===== config.mk =====
export PLATFORM = sky130hd
export DESIGN_NAME = wb_port_sequencer
export DESIGN_NICKNAME = d
export VERILOG_FILES = /design/src/rtl/wb_port_sequencer.sv
export SDC_FILE = /design/constraint.sdc
export NUM_CORES = 1
export LEC_CHECK = 0
export ABC_CLOCK_PERIOD_IN_PS = 6900
export BUFFER_PORTS_ARGS = -buffer_cell sky130_fd_sc_hd__buf_4
export CELL_PAD_IN_SITES_DETAIL_PLACEMENT = 1
export CELL_PAD_IN_SITES_GLOBAL_PLACEMENT = 1
export CORE_MARGIN = 2
export CORE_UTILIZATION = 40
export CTS_BUF_LIST = sky130_fd_sc_hd__clkbuf_4 sky130_fd_sc_hd__clkbuf_8 sky130_fd_sc_hd__clkbuf_16
export DETAILED_ROUTE_END_ITERATION = 10
export GPL_TIMING_DRIVEN = 0
export HOLD_SLACK_MARGIN = 0.06
export PLACE_DENSITY = 0.91
export SETUP_SLACK_MARGIN = 0.05
export SLEW_MARGIN = 40
export SYNTH_ARGS = -nofsm -noshare
export SYNTH_HDL_FRONTEND = slang
export SYNTH_SLANG_ARGS = --single-unit

===== constraint.sdc =====
create_clock -name clk -period 6.9 [get_ports clk]
set_input_delay 1.38 -clock clk [delete_from_list [all_inputs] [get_ports clk]]
set_output_delay 1.38 -clock clk [all_outputs]
set_load 0.05 [all_outputs]

===== src/rtl/wb_port_sequencer.sv =====
// Write-back port sequencer: turns one accepted request into up to two
// register-file writes, with popq taking two cycles and everything else one.
module wb_port_sequencer (
    input  logic        clk,
    input  logic        rst,
    input  logic        req_valid,
    output logic        req_ready,
    input  logic [3:0]  icode,
    input  logic [3:0]  rA,
    input  logic [3:0]  rB,
    input  logic        cnd,
    input  logic [63:0] valE,
    input  logic [63:0] valM,
    output logic        wr_en,
    output logic [3:0]  wr_addr,
    output logic [63:0] wr_data,
    output logic        done,
    output logic        busy,
    output logic [15:0] retired
);

    typedef enum logic [1:0] {StIdle, StW1, StW2} state_e;

    localparam logic [3:0] RegRsp  = 4'd4;
    localparam logic [3:0] RegNone = 4'd15;

    state_e      state_q, state_d;
    logic [3:0]  icode_q, ra_q, rb_q;
    logic        cnd_q;
    logic [63:0] vale_q, valm_q;
    logic [15:0] retired_q;

    logic        is_pop;
    logic        accept;
    logic        has_write;
    logic [3:0]  tgt_addr;
    logic [63:0] tgt_data;

    always_comb begin
        has_write = 1'b0;
        tgt_addr  = RegNone;
        tgt_data  = '0;
        is_pop    = (icode_q == 4'hB);

        if (state_q == StW1) begin
            case (icode_q)
                4'h2: begin
                    has_write = cnd_q;
                    tgt_addr  = rb_q;
                    tgt_data  = vale_q;
                end
                4'h3, 4'h6: begin
                    has_write = 1'b1;
                    tgt_addr  = rb_q;
                    tgt_data  = vale_q;
                end
                4'h5: begin
                    has_write = 1'b1;
                    tgt_addr  = ra_q;
                    tgt_data  = valm_q;
                end
                4'h8, 4'h9, 4'hA, 4'hB: begin
                    has_write = 1'b1;
                    tgt_addr  = RegRsp;
                    tgt_data  = vale_q;
                end
                default: ;
            endcase
        end else if (state_q == StW2 && is_pop) begin
            has_write = 1'b1;
            tgt_addr  = ra_q;
            tgt_data  = valm_q;
        end

        // RNONE targets still burn their cycle, just without the strobe.
        wr_en   = has_write && (tgt_addr != RegNone);
        wr_addr = wr_en ? tgt_addr : 4'd0;
        wr_data = wr_en ? tgt_data : 64'd0;

        done = ((state_q == StW1) && !is_pop) || (state_q == StW2);
        busy = (state_q != StIdle);

        req_ready = !rst && ((state_q == StIdle) || (state_q == StW2) ||
                             ((state_q == StW1) && !is_pop));
        accept    = req_valid && req_ready;

        state_d = state_q;
        case (state_q)
            StIdle:  state_d = accept ? StW1 : StIdle;
            StW1:    state_d = is_pop ? StW2 : (accept ? StW1 : StIdle);
            StW2:    state_d = accept ? StW1 : StIdle;
            default: state_d = StIdle;
        endcase
    end

    always_ff @(posedge clk or posedge rst) begin
        if (rst) begin
            state_q   <= StIdle;
            icode_q   <= '0;
            ra_q      <= '0;
            rb_q      <= '0;
            cnd_q     <= 1'b0;
            vale_q    <= '0;
            valm_q    <= '0;
            retired_q <= '0;
        end else begin
            state_q <= state_d;
            if (accept) begin
                icode_q <= icode;
                ra_q    <= rA;
                rb_q    <= rB;
                cnd_q   <= cnd;
                vale_q  <= valE;
                valm_q  <= valM;
            end
            if (done) retired_q <= retired_q + 16'd1;
        end
    end

    assign retired = retired_q;

endmodule


=== Word-level counts from Yosys, hierarchy flattened ===
Index checks and enable logic that the tools add are counted.

* Register bits: 159
* Word-level logic and storage cells: 51

* Add/sub/neg operators: 1
* Equal/unequal tests: 11
* Muxes and demuxes: 14
* Reduce and logical (&&, ||, !) cells: 17

{| class="wikitable"
|+ Operator list
! operator !! count
|-
| $mux 64 || 3
|-
| $pmux 64 s2 || 1
|-
| $add 16x1->16 const B || 1
|-
| $eq 4x4->1 const B || 4
|-
| $reduce_or 7->1 || 2
|-
| $mux 4 || 3
|-
| $pmux 4 s3 || 1
|-
| $eq 4x2->1 const B || 2
|-
| $eq 4x3->1 const B || 2
|-
| $logic_and 1x1->1 || 5
|-
| $ne 4x4->1 const B || 1
|-
| $pmux 2 s2 || 1
|-
| $reduce_or 4->1 || 1
|-
| $logic_or 1x1->1 || 3
|-
| $mux 1 || 3
|-
| $reduce_or 3->1 || 1
|-
| $eq 2x1->1 const B || 1
|-
| $eq 2x2->1 const B || 1
|-
| $logic_not 1->1 || 2
|-
| $logic_not 2->1 || 1
|-
| $mux 2 || 1
|-
| $pmux 1 s2 || 1
|-
| $reduce_bool 2->1 || 1
|-
| $reduce_or 2->1 || 1
|}

=== Longest topological paths before layout ===
* Depth in word-level cells: 9
* Depth in mapped cells: 8
* Gate-level depth less buffers: 6

=== Worst setup path before layout ===
Ideal clock, no wire load.

* Kind: flip-flop to output port
* From: register icode_q[2]
* To: output wr_addr[2]
* Arrival time: 2.555 ns
* Required time: 5.520 ns
* Slack: 2.965 ns
* Stages on the path, launching flop included: 8
* Path through: dfrtp_1 -> buf_2 -> and2_1 -> a31o_2 -> a31oi_1 -> o221ai_2 -> buf_4 -> nor3_1

* Longest elaborated chain between the ends: 7

{| class="wikitable"
|+ Ends and longest elaborated chain
! element !! RTL line !! text
|-
| start, declared || 28 || <nowiki>logic [3:0] icode_q, ra_q, rb_q;</nowiki>
|-
| start signal, assigned || 109 || <nowiki>icode_q <= icode;</nowiki>
|-
| $eq 4x4->1, or another cell as far along || 43, 46 ||
|-
| $reduce_or 4->1, or another cell as far along || n/a ||
|-
| $pmux 4 s3 or $mux 4 (tied branches) || 46, 69 ||
|-
| $mux 4 || 45 || <nowiki>if (state_q == StW1) begin</nowiki>
|-
| $ne 4x4->1 || 76 || <nowiki>wr_en = has_write && (tgt_addr != RegNone);</nowiki>
|-
| $logic_and 1x1->1 || 76 ||
|-
| $mux 4 (*) || 77 || <nowiki>wr_addr = wr_en ? tgt_addr : 4'd0;</nowiki>
|-
| end, declared || 15 || <nowiki>output logic [3:0] wr_addr,</nowiki>
|}

Every way passes the cells marked *; elsewhere a longest branch is shown, timed or not.

=== Worst setup path in the final report ===
* From: register icode_q[0]
* To: output wr_data[34]

* Longest elaborated chain between the ends: 7

{| class="wikitable"
|+ Ends and longest elaborated chain
! element !! RTL line !! text
|-
| $eq 4x4->1, or another cell as far along || 43, 46 ||
|-
| $reduce_or 4->1, or another cell as far along || n/a ||
|-
| $pmux 4 s3 or $mux 4 (tied branches) || 46, 69 ||
|-
| $mux 4 || 45 ||
|-
| $ne 4x4->1 || 76 ||
|-
| $logic_and 1x1->1 || 76 ||
|-
| $mux 64 (*) || 78 || <nowiki>wr_data = wr_en ? tgt_data : 64'd0;</nowiki>
|-
| end, declared || 16 || <nowiki>output logic [63:0] wr_data,</nowiki>
|}

Marked as above.

==> qor.yml <==
fp.dieArea_um2: 18800
worstPathArrival_ps: 3110
synth_area_leaders: "dfrtp_1 56%, mux2_2 22%, a22oi_1 6.8%"
synth_top_area_share_pct: 56.1
diodes: 0
avgSynthCellArea_um2: 12.6
finalCriticalPeriod_ps: 4490
hpwl_mm: 15.2
rsz0062_at_grt: "false"
wl_mm: 21.1
ff2ff_setup_slack_ps: 4350
root_buffer: "clkbuf_16"
fillers: 1820
power_mw: 2.63
ys_seq_elements: 159
wire_per_inst_um: 20.0
yosys.area.top_type: "dfrtp_1"
areaGrowthSynthToFinish_pct: 38.0
rr_worst_depth: 8
setup.worst_path.end: "wr_data[34]"
cts_hold_buffers: 0
synth-edff-count: 0
p_leak_nw: 4.40
grt_overflow_total: 0
first_iter_violations: 194
syn_nets: 710
die_w_um: 137
grtUsageTotal_pct: 22.7
maxSlewHeadroom_pct: 59.4
syn_inst: 565
cts_max_path_buffers: 2
cts.sinks: 159
timing.fmax_mhz: 223
final_hold_viol_count: 0
end_kind: "output port"
peakVddDrop_v: 0.000190
htreeDepth: 4
grt_max_degree: 81
ys_async_sr_fraction_pct: 100
timing.final.crit_share_pct: 65.1
clk_latency_ps: 420
finalClockSkew_ps: 13.3
postCtsSetupBuffers: 0
drv_cap: 0
tightest_slew_ps: 609
nets: 962
drive_above_1_share_pct: 52.9
vias: 5623
critPathKind: "reg2out"
num_rows: 48
cts_buffers: 17
dominantRegCellSynth: "dfrtp_1"
cp_max_fo: 10
fin_util_pct: 56.6
power_density_nw_per_um2: 268
wl_met1_mm: 8.32
top_layer_used: "met4"
r2r_start: "icode_q[0]"
io_pins: 232
wl_met3_mm: 1.14
core_um2: 17300
cts_tree: "done"
critical_path.startpoint: "icode_q[0]"
grt_pass1_wl_mm: 32.5
critPathLaunchType: "register"
hp-start: "retired[13]"
first_pass_iters: 4
portBuffers: 231
met2_length_mm: 11.1
drv_slew: 0
status: "finished clean"
drtAntennaViolNets: 0
antenna_found_initial: 0
die_h_um: 137
yosysUniqueCellTypes: 40
grt_pass1_vias: 6202
yosysSeqAreaShare_pct: 56.1
hold_class: "reg2reg"
cts_resized: 0
syn_area_um2: 7100
setup-violations-final: 0
clk_pin_slew_ps: 70
drc: 0
r2r_end: "valm_q[59]"
start_util_pct: 41.0
critPathRequiredTime_ps: 5520
viasPerCell: 5.33
ys.warnings.count: 0
place_congestion: 0.809
## worst min path at each step
stage | cells past startpoint | slack [ps] | to
finish | 1 | 490 | retired[13]
global route | 1 | 520 | valm_q[9]
CTS | 1 | 490 | retired[6]
detailed placement | 1 | 480 | retired[6]
global placement | 1 | 460 | retired[15]
floorplan | 1 | 480 | vale_q[0]
## cell type report
type | count | area [µm²] | area share [%]
buffer | 41 | 196 | 2.01
clock buffer | 18 | 439 | 4.48
clock inverter | 14 | 180 | 1.84
inverter | 5 | 26.3 | 0.268
multi-input combinational | 360 | 2900 | 29.6
sequential | 159 | 3980 | 40.6
tap | 225 | 282 | 2.87
timing repair buffer | 233 | 1790 | 18.3
## metal layers
metal / global-route usage (%) / up-vias
met5: 0 / -
met4: 7.73 / 0
met3: 6.14 / 35
met2: 40.8 / 181
met1: 25.9 / 2872
li1: - / 2535
## worst max-delay path: stages (launching register included)
cell and delay [ps]:
dfrtp_1 370, buf_2 180, o21ai_1 270, nor3b_1 210
clkbuf_1 500, clkbuf_1 460, a22oi_1 230, nor2_1 230
buf_4 240
## cells in the final DEF, fill, tap and decap left out, types with 2 or more instances in the layout
cell       instances
clkinv_2           2
bufinv_16          3
nor2b_1            5
buf_2             25
a22oi_1           64
clkinv_4           4
inv_8              2
buf_16             2
nand2_1            8
a211oi_1           2
inv_1              3
clkbuf_1          11
and3_1             4
o22ai_1            4
buf_1              3
a21oi_1            3
mux2_2           141
dfrtp_1          159
xor2_1             3
and4b_1            2
and4_1             2
nand2b_1           5
inv_6              3
buf_4            232
a31oi_1            3
nand3_1           11
xnor2_1           12
nor2_1            72
clkbuf_16         17
nor3b_1            4
## state kept, by name (all words and copies together), names as in the netlist
signal	cells
ra_q	4
state_q	2
retired	16
icode_q	4
valm_q	64
cnd_q	1
rb_q	4
vale_q	64
## power by group
part	internal (mW)	leakage [nW]	switching, mW
logic	0.234	2.20	0.230
registers	1.08	1.90	0.100
clock network	0.586	0.303	0.400
total	1.90	4.40	0.730
## cell usage after synthesis, types with 2 or more instances
library cell and instances:
and4b_1 2, xor2_1 3, nand2_1 8, buf_2 25, nor3b_1 4, and3_1 4
nand2b_1 5, a22oi_1 64, inv_1 4, nand3_1 11, and4_1 2, a31oi_1 3
buf_1 3, nor2_1 72, nor2b_1 5, xnor2_1 12, mux2_2 141, dfrtp_1 159
o22ai_1 4, a211oi_1 2, a21oi_1 3, clkbuf_1 11
## through the flow
| stage | instance area, µm² | hold WS [ps] | TNS, ps | cells | setup WS (ps) |
|---|---|---|---|---|---|
| floorplan | 7100 | 480 | 0 | 565 | 1230 |
| global placement | 9110 | 461 | -97600 | 1021 | -627 |
| detailed placement | 9180 | 485 | 0 | 1023 | 2910 |
| CTS | 9800 | 494 | 0 | 1055 | 2370 |
| global route | 9800 | 520 | 0 | 1055 | 2220 |
| finish | 9800 | 494 | 0 | 1055 | 2410 |
## cells by family after synthesis
family                     Yosys count  share of synthesized area, %
AOI/OAI and AO/OA                   83                          8.67
adders and majority gates            1                         0.176
and+or+nand+nor                    120                          7.84
muxes                              141                          22.4
DFF                                159                          56.1
buffers and inverters               46                          3.03
xor gates and xnor gates            15                          1.85
(Power assumes the default switching activity.)
